**src/rtl/switch_debounce_pkg.sv**
```systemverilog
// rtl/switch_debounce_pkg.sv - shared state encoding and board timing constants for switch_debounce
package switch_debounce_pkg;

  // Debounce FSM states
  typedef enum logic [1:0] {
    ST_RELEASED    = 2'd0,
    ST_PRESS_CHK   = 2'd1,
    ST_PRESSED     = 2'd2,
    ST_RELEASE_CHK = 2'd3
  } db_state_e;

  // Default timing for the 50 MHz board clock
  localparam int DB_20MS = 1_000_000;
  localparam int LONG_1S = 50_000_000;

  function automatic int max_int(input int a, input int b);
    return (a > b) ? a : b;
  endfunction

endpackage

```
**src/rtl/sync_2ff.sv**
```systemverilog
// rtl/sync_2ff.sv - two-flop synchroniser for asynchronous pin inputs
module sync_2ff #(
  parameter logic RESET_VAL = 1'b0
) (
  input  logic clk,
  input  logic rst_n,
  input  logic d,
  output logic q
);

  logic meta_q, meta_d;
  logic sync_q, sync_d;

  // Next values: shift the pin through two stages
  always_comb begin
    meta_d = d;
    sync_d = meta_q;
  end

  // Stage registers reset to the pin's idle level
  always_ff @(posedge clk or negedge rst_n) begin
    if (!rst_n) begin
      meta_q <= RESET_VAL;
      sync_q <= RESET_VAL;
    end else begin
      meta_q <= meta_d;
      sync_q <= sync_d;
    end
  end

  assign q = sync_q;

endmodule

```
**src/rtl/switch_debounce.sv**
```systemverilog
// rtl/switch_debounce.sv - push-switch debounce with press/release strobes; SWDEB_LONG_PRESS_EN adds long_pulse
module switch_debounce
  import switch_debounce_pkg::*;
#(
  parameter int DB_CYCLES     = DB_20MS,
  parameter int LONG_CYCLES   = LONG_1S,
  parameter bit SW_ACTIVE_LOW = 1'b1
) (
  input  logic       clk,
  input  logic       rst_n,
  input  logic       sw_in,
  output logic       sw_level,
  output logic       press_pulse,
  output logic       release_pulse,
  output logic       long_pulse,
  output logic [7:0] press_cnt
);

  localparam int CNT_W = $clog2(max_int(DB_CYCLES, LONG_CYCLES) + 1);
  localparam logic [CNT_W-1:0] DB_LAST = CNT_W'(DB_CYCLES - 1);
  localparam logic [CNT_W-1:0] CNT_ONE = CNT_W'(1);
  localparam logic PIN_IDLE = SW_ACTIVE_LOW;

  logic pin_sync;
  logic raw;

  db_state_e        state_q, state_d;
  logic [CNT_W-1:0] db_cnt_q, db_cnt_d;
  logic             sw_level_q, sw_level_d;
  logic             press_pulse_q, press_pulse_d;
  logic             release_pulse_q, release_pulse_d;
  logic [7:0]       press_cnt_q, press_cnt_d;

  sync_2ff #(
    .RESET_VAL(PIN_IDLE)
  ) u_sync (
    .clk  (clk),
    .rst_n(rst_n),
    .d    (sw_in),
    .q    (pin_sync)
  );

  // raw is 1 whenever the synchronised pin reads "pressed"
  assign raw = pin_sync ^ SW_ACTIVE_LOW;

  // Next state, debounce window counter and registered output values
  always_comb begin
    state_d         = state_q;
    db_cnt_d        = db_cnt_q;
    press_pulse_d   = 1'b0;
    release_pulse_d = 1'b0;
    press_cnt_d     = press_cnt_q;
    unique case (state_q)
      ST_RELEASED: begin
        if (raw) state_d = ST_PRESS_CHK;
      end
      ST_PRESS_CHK: begin
        if (!raw) begin
          state_d = ST_RELEASED;
        end else if (db_cnt_q == DB_LAST) begin
          state_d       = ST_PRESSED;
          press_pulse_d = 1'b1;
          press_cnt_d   = press_cnt_q + 8'd1;
        end else begin
          db_cnt_d = db_cnt_q + CNT_ONE;
        end
      end
      ST_PRESSED: begin
        if (!raw) state_d = ST_RELEASE_CHK;
      end
      ST_RELEASE_CHK: begin
        if (raw) begin
          state_d = ST_PRESSED;
        end else if (db_cnt_q == DB_LAST) begin
          state_d         = ST_RELEASED;
          release_pulse_d = 1'b1;
        end else begin
          db_cnt_d = db_cnt_q + CNT_ONE;
        end
      end
      default: state_d = ST_RELEASED;
    endcase
    // Every state entry opens a fresh check window
    if (state_d != state_q) db_cnt_d = '0;
    sw_level_d = (state_d == ST_PRESSED) || (state_d == ST_RELEASE_CHK);
  end

  // FSM, counter and output registers
  always_ff @(posedge clk or negedge rst_n) begin
    if (!rst_n) begin
      state_q         <= ST_RELEASED;
      db_cnt_q        <= '0;
      sw_level_q      <= 1'b0;
      press_pulse_q   <= 1'b0;
      release_pulse_q <= 1'b0;
      press_cnt_q     <= 8'd0;
    end else begin
      state_q         <= state_d;
      db_cnt_q        <= db_cnt_d;
      sw_level_q      <= sw_level_d;
      press_pulse_q   <= press_pulse_d;
      release_pulse_q <= release_pulse_d;
      press_cnt_q     <= press_cnt_d;
    end
  end

  assign sw_level      = sw_level_q;
  assign press_pulse   = press_pulse_q;
  assign release_pulse = release_pulse_q;
  assign press_cnt     = press_cnt_q;

`ifdef SWDEB_LONG_PRESS_EN
  localparam logic [CNT_W-1:0] LONG_LAST = CNT_W'(LONG_CYCLES - 1);
  localparam logic [CNT_W-1:0] LONG_DONE = CNT_W'(LONG_CYCLES);

  logic [CNT_W-1:0] hold_cnt_q, hold_cnt_d;
  logic             long_pulse_q, long_pulse_d;

  // Hold timer: restarts on an accepted press, ignores release bounce, parks past the strobe point
  always_comb begin
    hold_cnt_d   = hold_cnt_q;
    long_pulse_d = 1'b0;
    if (state_q == ST_PRESS_CHK && state_d == ST_PRESSED) begin
      hold_cnt_d = '0;
    end else if (state_q == ST_PRESSED || state_q == ST_RELEASE_CHK) begin
      if (hold_cnt_q == LONG_LAST) long_pulse_d = 1'b1;
      if (hold_cnt_q != LONG_DONE) hold_cnt_d = hold_cnt_q + CNT_ONE;
    end else begin
      hold_cnt_d = '0;
    end
  end

  // Hold timer and long-press strobe registers
  always_ff @(posedge clk or negedge rst_n) begin
    if (!rst_n) begin
      hold_cnt_q   <= '0;
      long_pulse_q <= 1'b0;
    end else begin
      hold_cnt_q   <= hold_cnt_d;
      long_pulse_q <= long_pulse_d;
    end
  end

  assign long_pulse = long_pulse_q;
`else
  assign long_pulse = 1'b0;
`endif

endmodule

```
**config.mk**
```make
export PLATFORM = sky130hd
export DESIGN_NAME = switch_debounce
export DESIGN_NICKNAME = d
export VERILOG_FILES = /design/src/rtl/switch_debounce_pkg.sv /design/src/rtl/sync_2ff.sv /design/src/rtl/switch_debounce.sv
export SDC_FILE = /design/constraint.sdc
export NUM_CORES = 1
export LEC_CHECK = 0
export ABC_AREA = 0
export BUFFER_PORTS_ARGS = -buffer_cell sky130_fd_sc_hd__buf_2
export CAP_MARGIN = 20
export CELL_PAD_IN_SITES_DETAIL_PLACEMENT = 0
export CELL_PAD_IN_SITES_GLOBAL_PLACEMENT = 1
export CORE_UTILIZATION = 41
export DETAILED_ROUTE_END_ITERATION = 12
export PLACE_DENSITY_LB_ADDON = 0.1
export SLEW_MARGIN = 15
export SYNTH_ARGS = -nofsm -noshare
export SYNTH_HDL_FRONTEND = slang
export SYNTH_HIERARCHICAL = 1
export SYNTH_SLANG_ARGS = --single-unit
```
**constraint.sdc**
```tcl
create_clock -name clk -period 4.35 [get_ports clk]
set_clock_uncertainty 0.05 [all_clocks]
set_input_delay 1.305 -clock clk [delete_from_list [all_inputs] [get_ports clk]]
set_output_delay 1.305 -clock clk [all_outputs]
set_load 0.03 [all_outputs]
```
==> results of run 1 <==
-- cells by family after synthesis --
kind of cell,count (synthesis),synth area share
AND/OR/NAND/NOR,85,0.2448
buffers and inverters,11,0.02856
adder cells (fa/ha/maj),2,0.01165
other,1,0.001747
XOR/XNOR,13,0.06527
flip-flops,41,0.4790
multiplexers,1,0.005244
AO/OA/AOI/OAI,52,0.1638
-- per-stage QoR --
stage	std cells	area [um^2]	power, uW	setup slack [ns]
global route	286	2362	761.5	1.543
CTS	286	2362	741.8	1.767
global placement	278	2246	424.5	1.864
finish	286	2362	732.6	1.767
detailed placement	278	2246	425.2	1.796
floorplan	206	2147	414.2	2.439
-- path summary, 6_finish.rpt --
check	from	to	slack [ns]
worst max-delay path	db_cnt_q[0]$_DFFE_PN0P_	db_cnt_q[10]$_DFFE_PN0P_	1.77
worst min-delay path	u_sync/meta_q$_DFF_PN1_	u_sync/q$_DFF_PN1_	0.31
worst max register to register	db_cnt_q[0]$_DFFE_PN0P_	db_cnt_q[10]$_DFFE_PN0P_	1.77
worst min register to register	u_sync/meta_q$_DFF_PN1_	u_sync/q$_DFF_PN1_	0.31
max in group asynchronous	rst_n	press_cnt[4]$_DFFE_PN0P_	2.60
min in group asynchronous	rst_n	db_cnt_q[4]$_DFFE_PN0P_	1.08
-- report_power, final --
part	total (uW)	internal [uW]	switching, uW	leakage [uW]
Sequential	390	385	5.09	0.000562
Clock	316	187	129	0.0000585
Combinational	27.1	6.57	20.5	0.000354
-- area by class of cell --
class / instances / area (um^2) / share of cell area
well taps: 67 / 83.83 / 0.03549
clock inverters: 1 / 30.03 / 0.01271
flip-flops and latches: 41 / 1028 / 0.4354
inverters: 3 / 11.26 / 0.004767
multi-input cells: 154 / 1057 / 0.4476
repair buffers: 13 / 65.06 / 0.02754
clock buffers: 7 / 86.33 / 0.03655
-- placed cells by master, fill, tap and decap left out, types with 3 or more instances in the layout --
cell	instances
xor2_1	10
nor3_1	8
nor4b_2	3
nor2_1	6
a21oi_1	15
and4_1	3
and3_1	4
o31ai_1	8
o21ai_0	18
or3_1	9
clkbuf_8	6
nor2_2	3
inv_1	3
nand3_1	9
or4_1	5
and2_1	3
buf_2	13
nand2_1	14
dfrtp_1	39
nand4_1	8
-- registers in the layout (all words and copies together) (netlist names) --
| register | count |
|---|---|
| u_sync/q | 1 |
| state_q | 2 |
| u_sync/meta_q | 1 |
| sw_level | 1 |
| db_cnt_q | 26 |
| press_pulse | 1 |
| press_cnt | 8 |
| release_pulse | 1 |
-- critical path: cells and delay by family (launching register included) --
family                     cells  cell delay (ns)
and+or+nand+nor                2             0.85
DFF                            1             0.41
adders and majority gates      1             0.21
AOI/OAI and AO/OA              2             0.94
-- routing by layer --
metal  track usage  vias to the layer above
met5             0                        -
met4       0.06499                        0
met3       0.04065                        7
met2        0.2763                       45
met1        0.2399                      807
li1              -                      795
==> metrics.yaml, run 1 <==
die:
  die_w_um: 74.37
  ios: 15
  die-area_um2: 5530
  start_util: 0.4400
  num_rows: 25
  die_h_um: 74.37
  coreArea_um2: 4880
worst_setup_path:
  crit_type: "flop to flop"
  worstPathArrival_ns: 2.71
  cp_cell_sequence: "ha_1, and3_1, nand4_1, o22ai_4, o21ba_2"
  crit_path_start_kind: "flop"
  cp.required_ns: 4.48
  rr_worst_depth: 5
  critPathMaxStageDelay_ns: 0.70
  slowest_stage: "o22ai_4"
  worstPathMaxFanout: 19
  critPathCaptureType: "flop"
cells_and_area:
  final_util: 0.4841
  diodes: 0
  finalNetCount: 223
  fill_cells: 480
  drive_gt1_frac: 0.1918
  area_growth_pct: 10.02
sta:
  finalHoldViolations: 0
  slew_headroom: 0.4021
  max_freq_mhz: 387.2
  tightest_slew_ns: 0.8969
  rsz0062_at_grt: "no"
  hold_ws_ns: 0.3099
  finalMaxSlewViolations: 0
  setup_tns_ns: 0
  setup_viol_count_final: 0
  fin_crit_ns: 2.583
  timing.final.crit_share: 0.5937
global_route:
  grt_pass1_wl_um: 7389
  grt_usage: 0.1767
  grt_max_degree: 42
  grt_pass1_vias: 1590
  grt_overflow_total: 0
  antenna_found_initial: 0
cts:
  cts_tree: "yes"
  h-tree-depth: 2
  clk_pin_slew_ns: 0.08
  cts_buffers: 5
  post_cts_buffers: 0
  cts.repair.resized: 0
  cts.sink_count: 41
  cts_root_buf: "clkbuf_8"
  clock_latency_ns: 0.29
  holdBufCountCts: 0
  clock_path_buffers: 2
outcome:
  status: "finished clean"
detailed_routing:
  drt-pass1-iter-count: 6
  drc_errors: 0
  first_iter_violations: 107
  ant_nets: 0
  viasPerCell: 5.783
  num_vias: 1654
  met1_length_um: 2058
  routed_wirelength_um: 4394
  wire_per_inst_um: 15.36
  routed-wl-met2_um: 2066
  wl_met3_um: 201
  highest_layer: "met4"
yosys:
  ys.flop_type: "dfrtp_1"
  synth_seq_cells: 41
  syn_nets: 211
  synth_top_area_cell: "dfrtp_1"
  synth-edff-count: 0
  synth-seq-area-share: 0.4790
  async_flop_share: 1.000
  ys_top_cells_by_area: "dfrtp_1 (45%), o21ai_0 (4.2%), xor2_1 (4.1%), a21oi_1 (3.5%), o31ai_1 (2.8%)"
  ys_types: 45
  yosysWarnings: 6
  yosysTopAreaCellShare: 0.4545
  synthMostInstantiatedCell: "dfrtp_1"
  synth_area_um2: 2147
  syn_inst: 206
  avgSynthCellArea_um2: 10.42
  synth_common_cells: "dfrtp_1 (39), o21ai_0 (18), a21oi_1 (15), nand2_1 (14), xor2_1 (10)"
placement:
  place_congestion: 0.8265
  dp_hpwl_um: 2963
  portBuffers: 13
pwr:
  ir_drop_mv: 0.1393
  p_leak_uw: 0.0009752
  p_per_area_nw_per_um2: 310.1
job:
  cap_viol_max_count: 0
hold_path:
  hold_path_class: "flop to flop"
  hold_depth: 0
(Power assumes the default switching activity.)
==> run 2, diff against run 1 <==
Clock period 4.35 ns to 2.4 ns, I/O delays scaled along.
==> run 2 against run 1 <==
Against the previous run:
- sequential cell count is the same
- fmax grew 19%
- global-route usage rose by 0.77 points
- die area stayed put
- clock power is 36% higher
- non-clock buffer count rose by 4
- worst hold slack lost 0.0019 ns
- largest cell class unchanged
==> metrics.yaml, run 2 (synthesized netlist as in run 1, its figures left out) <==
outcome:
  status: "finished clean"  # unchanged
worst_setup_path:
  worstPathMaxFanout: 13  # was 19
  slowest_stage: "or4_1"  # was o22ai_4
  cp_cell_sequence: "ha_1, and3_1, o2111ai_2, or4_1, a21oi_1"  # was ha_1, and3_1, nand4_1, o22ai_4, o21ba_2
  path_delay_family: "simple AND/OR/NAND/NOR gates"  # was compound AO/OA/AOI/OAI gates
  r2r_slack_ns: 0.23  # was 1.77 ns
  critPathCaptureType: "flop"  # unchanged
  cp.required_ns: 2.57  # was 4.48 ns
  critPathMaxStageDelay_ns: 0.56  # was 0.70 ns
  crit_type: "flop to flop"  # unchanged
  crit_path_start_kind: "flop"  # unchanged
  worstPathArrival_ns: 2.34  # was 2.71 ns
  path_buf_inv: 0  # unchanged
detailed_routing:
  first_iter_violations: 116  # was 107
  wire_per_inst_um: 15.21  # was 15.36 um
  drt-pass1-iter-count: 4  # was 6
  drc_errors: 0  # unchanged
  num_vias: 1655  # was 1,654
  routed_wirelength_um: 4412  # was 4394 um
  ant_nets: 0  # unchanged
  viasPerCell: 5.707  # was 5.783
hold_path:
  hold_path_class: "flop to flop"  # unchanged
cells_and_area:
  fill_cells: 481  # was 480
  diodes: 0  # unchanged
  final_common_cell: "dfrtp_1"  # unchanged
  most-common-layout-cells: "dfrtp_1 (39), o21ai_0 (18), a21oi_1 (15), nand2_1 (14), buf_2 (13)"  # unchanged
  area_growth_pct: 9.790  # was 10.02%
  finalNetCount: 227  # was 223
  drive_gt1_frac: 0.2018  # was 0.1918
  largest_register_ffs: 26  # unchanged
  regMostFlops: "db_cnt_q"  # unchanged
pwr:
  p_per_area_nw_per_um2: 505.9  # was 310.1 nW/um^2
  ir_drop_mv: 0.2425  # was 0.1393 mV
  p_leak_uw: 0.0009774  # was 0.0009752 uW
job:
  cap_viol_max_count: 0  # unchanged
sta:
  max_freq_mhz: 460.9  # was 387.2 MHz
  rsz0062_at_grt: "no"  # unchanged
  slew_headroom: 0.6380  # was 0.4021
  timing.final.crit_share: 0.9041  # was 0.5937
  hold_ws_ns: 0.3080  # was 0.3099 ns
  setup_tns_ns: 0  # unchanged
  tightest_slew_ns: 0.5430  # was 0.8969 ns
  finalMaxSlewViolations: 0  # unchanged
  fin_crit_ns: 2.170  # was 2.583 ns
  finalHoldViolations: 0  # unchanged
  setup_viol_count_final: 0  # unchanged
global_route:
  antenna_found_initial: 0  # unchanged
  grt_overflow_total: 0  # unchanged
  grt_usage: 0.1843  # was 0.1767
  grt_max_degree: 42  # unchanged
  grt_pass1_wl_um: 7624  # was 7389 um
  grt_pass1_vias: 1616  # was 1,590
cts:
  clock_latency_ns: 0.29  # about the same
  clock_path_buffers: 2  # unchanged
  post_cts_buffers: 0  # unchanged
  cts_tree: "yes"  # unchanged
  h-tree-depth: 2  # unchanged
  holdBufCountCts: 0  # unchanged
  cts.repair.resized: 0  # unchanged
  cts_root_buf: "clkbuf_8"  # unchanged
  cts_buffers: 5  # unchanged
  clk_pin_slew_ns: 0.08  # about the same
  cts.sink_count: 41  # unchanged
die:
  die_w_um: 74.37  # unchanged
  start_util: 0.4400  # unchanged
  die-area_um2: 5530  # unchanged
  coreArea_um2: 4880  # unchanged
  num_rows: 25  # unchanged
  die_h_um: 74.37  # unchanged
  ios: 15  # unchanged
placement:
  dp_hpwl_um: 3137  # was 2963 um
  place_congestion: 0.8139  # was 0.8265
  portBuffers: 13  # unchanged
[run 2: cell count changes in the layout (fill, tap and decap cells not counted), sizes merged]
cell    before  now
buf         13   17
clkinv       0    1
bufinv       1    0
[run 2: worst paths after layout]
path,startpoint,to,cells past startpoint
min reg2reg,u_sync/meta_q$_DFF_PN1_,u_sync/q$_DFF_PN1_,0
min,u_sync/meta_q$_DFF_PN1_,u_sync/q$_DFF_PN1_,0
max,db_cnt_q[0]$_DFFE_PN0P_,db_cnt_q[22]$_DFFE_PN0P_,5
max reg2reg,db_cnt_q[0]$_DFFE_PN0P_,db_cnt_q[22]$_DFFE_PN0P_,5
max in group asynchronous,rst_n,u_sync/meta_q$_DFF_PN1_,2
min in group asynchronous,rst_n,db_cnt_q[5]$_DFFE_PN0P_,2
[run 2: area by class of cell]
type                       count  area, um^2  share of cell area
clock buffer                   7       76.32             0.03238
sequential                    41        1028              0.4363
multi-input combinational    154        1057              0.4485
clock inverter                 1       5.005            0.002123
timing repair buffer          17       95.09             0.04034
inverter                       3       11.26            0.004777
tap                           67       83.83             0.03556
[run 2: where the power goes]
group / internal (uW) / switching [uW]
Combinational: 15.9 / 41.6
Sequential: 697 / 6.54
Clock: 204 / 227
Total: 917 / 275
[run 2: metal layers]
metal,vias up,global-route usage,share of wire
met3,5,0.04065,0.032
met1,821,0.2446,0.48
met4,0,0.06289,0.0088
met2,20,0.2983,0.48
li1,809,-,-
met5,-,0,0
[run 2: per-stage QoR]
| step | instance area (um^2) | std cells | total power (uW) | utilization | setup slack, ns |
|---|---|---|---|---|---|
| floorplan | 2147 | 206 | 750.7 | - | 0.5745 |
| global placement | 2276 | 282 | 773.0 | 0.4664 | 0.3806 |
| detailed placement | 2276 | 282 | 776.1 | 0.4664 | 0.2569 |
| CTS | 2357 | 290 | 1214 | 0.4831 | 0.2276 |
| global route | 2357 | 290 | 1248 | 0.4831 | 0.07660 |
| finish | 2357 | 290 | 1193 | 0.4831 | 0.2301 |
==> run 3, diff against run 2 <==
Clock period 2.4 ns to 1.8 ns, I/O delays scaled along.
==> run 3 against run 2 <==
Against the previous run:
- fmax is 22% higher
- clock power is 37% higher
- setup slack worse by 0.21 ns
- wire length is 14% higher
- sequential share of layout area is 6.0 points lower
- critical path type unchanged
- largest power group unchanged
==> metrics.yaml, run 3 (synthesized netlist as in run 1, its figures left out) <==
cells_and_area:
  drive_gt1_frac: 0.3583  # was 0.2018
  most-common-layout-cells: "dfrtp_1 (37), buf_4 (26), o21ai_0 (17), buf_2 (14)"  # was dfrtp_1 (39), o21ai_0 (18), a21oi_1 (15), nand2_1 (14), buf_2 (13)
  fill_cells: 459  # was 481
  design_area_um2: 2738  # was 2357 um^2
  diodes: 0  # unchanged
  largest_register_ffs: 26  # unchanged
  multi_input_area_um2: 1161  # was 1057 um^2
  seq_area_um2: 1031  # was 1028 um^2
  area_growth_pct: 27.51  # was 9.790%
  finalNetCount: 258  # was 227
  regMostFlops: "db_cnt_q"  # unchanged
  final_util: 0.5610  # was 0.4831
  final_common_cell: "dfrtp_1"  # unchanged
detailed_routing:
  routed-wl-met2_um: 2602  # was 2103 um
  drc_errors: 0  # unchanged
  num_vias: 1763  # was 1,655
  viasPerCell: 5.492  # was 5.707
  wire_per_inst_um: 15.64  # was 15.21 um
  highest_layer: "met4"  # unchanged
  wl_met3_um: 163  # was 139 um
  first_iter_violations: 59  # was 116
  ant_nets: 0  # unchanged
  routed_wirelength_um: 5021  # was 4412 um
  drt-pass1-iter-count: 4  # unchanged
  met1_length_um: 2219  # was 2130 um
global_route:
  grt_max_degree: 25  # was 42
  antenna_found_initial: 0  # unchanged
  grt_pass1_vias: 1763  # was 1,616
  grt_usage: 0.1926  # was 0.1843
  grt_overflow_total: 0  # unchanged
  grt_pass1_wl_um: 8045  # was 7624 um
sta:
  max_freq_mhz: 561.9  # was 460.9 MHz
  fin_crit_ns: 1.780  # was 2.170 ns
  finalMaxSlewViolations: 0  # unchanged
  setup_viol_count_final: 0  # unchanged
  rsz0062_at_grt: "yes"  # was no
  timing.final.crit_share: 0.9887  # was 0.9041
  finalHoldViolations: 0  # unchanged
  setup_tns_ns: 0  # unchanged
cts:
  clock_path_buffers: 2  # unchanged
  cts_tree: "yes"  # unchanged
  cts.sink_count: 41  # unchanged
  cts_buffers: 5  # unchanged
  cts_root_buf: "clkbuf_8"  # unchanged
  clock_latency_ns: 0.29  # about the same
  clk_pin_slew_ns: 0.08  # about the same
  h-tree-depth: 2  # unchanged
die:
  die-area_um2: 5530  # unchanged
  die_h_um: 74.37  # unchanged
  ios: 15  # unchanged
  num_rows: 25  # unchanged
  die_w_um: 74.37  # unchanged
  coreArea_um2: 4880  # unchanged
  start_util: 0.4400  # unchanged
job:
  cap_viol_max_count: 0  # unchanged
pwr:
  ir_drop_mv: 0.4101  # was 0.2425 mV
  p_leak_uw: 0.001184  # was 0.0009774 uW
  p_per_area_nw_per_um2: 595.7  # was 505.9 nW/um^2
placement:
  dp_hpwl_um: 3481  # was 3137 um
  portBuffers: 13  # unchanged
  place_area_um2: 2464  # was 2276 um^2
  place_congestion: 0.8019  # was 0.8139
worst_setup_path:
  worstPathMaxFanout: 5  # was 13
  r2r-start: "db_cnt_q[12]$_DFFE_PN0P_"  # was db_cnt_q[0]$_DFFE_PN0P_
  worstPathArrival_ns: 1.95  # was 2.34 ns
  critPathCaptureType: "flop"  # unchanged
  cp.required_ns: 1.97  # was 2.57 ns
  crit_path_start_kind: "flop"  # unchanged
  crit_type: "flop to flop"  # unchanged
  startpoint: "db_cnt_q[12]$_DFFE_PN0P_"  # was db_cnt_q[0]$_DFFE_PN0P_
hold_path:
  hold_path_startpoint: "sw_in"  # was u_sync/meta_q$_DFF_PN1_
  hold_path_class: "input pin to flop"  # was flop to flop
outcome:
  status: "finished clean"  # unchanged
run 3: worst paths after layout:
path / endpoint / slack [ns] / cells after the start
min in group asynchronous: db_cnt_q[8]$_DFFE_PN0P_ / 0.51 / 2
hold / removal: u_sync/meta_q$_DFF_PN1_ / 0.29 / 1
setup reg to reg: db_cnt_q[19]$_DFFE_PN0P_ / 0.02 / 6
hold reg to reg: u_sync/q$_DFF_PN1_ / 0.31 / 0
max in group asynchronous: u_sync/meta_q$_DFF_PN1_ / 0.66 / 3
setup / recovery: db_cnt_q[19]$_DFFE_PN0P_ / 0.02 / 6
run 3: layout make-up:
| class | count | share of cell area |
|---|---|---|
| Clock buffer | 6 | 0.02651 |
| Clock inverter | 2 | 0.005484 |
| Inverter | 3 | 0.004113 |
| Multi-Input combinational cell | 154 | 0.4241 |
| Sequential cell | 41 | 0.3766 |
| Tap cell | 67 | 0.03062 |
| Timing Repair Buffer | 48 | 0.1325 |
run 3: metal layers:
layer / track usage / up-vias
met2: 0.3233 / 37
met3: 0.05285 / 4
met1: 0.2451 / 860
met5: 0 / -
li1: - / 862
met4: 0.05031 / 0
run 3: worst max-delay path, cell delays in order, from the launching register on:
cell and delay, ns:
dfrtp_1 0.43, buf_6 0.13, and4_4 0.22, buf_4 0.12
nand2_2 0.08, or4_4 0.50, a21oi_2 0.17
run 3: repair_timing:
item,4_1_cts,5_1_grt
setup buffers,2,4
endpoints found under the hold margin,1,0
hold buffers,1,0
cloned,1,0
pin swaps,4,12
resized for setup,5,25
setup endpoints to repair,20,34
run 3: power breakdown:
| part | leakage, uW | internal, uW | total [uW] | switching [uW] |
|---|---|---|---|---|
| registers | 0.000559 | 929 | 937 | 7.39 |
| clock network | 0.0000374 | 273 | 592 | 319 |
| logic | 0.000588 | 39.2 | 102 | 62.7 |
| total | 0.00118 | 1240 | 1630 | 389 |
run 3: stage by stage:
stage / cells / total power (uW) / setup WS [ns] / hold WS (ns)
after detailed placement: 305 / 1050 / -0.06941 / 0.2809
after floorplan: 206 / 1001 / 0.002888 / 0.1944
after CTS: 317 / 1652 / -0.005918 / 0.2802
after global placement: 305 / 1049 / 0.02323 / 0.2805
final: 321 / 1631 / 0.02036 / 0.2894
after global routing: 321 / 1705 / -0.07138 / 0.2703
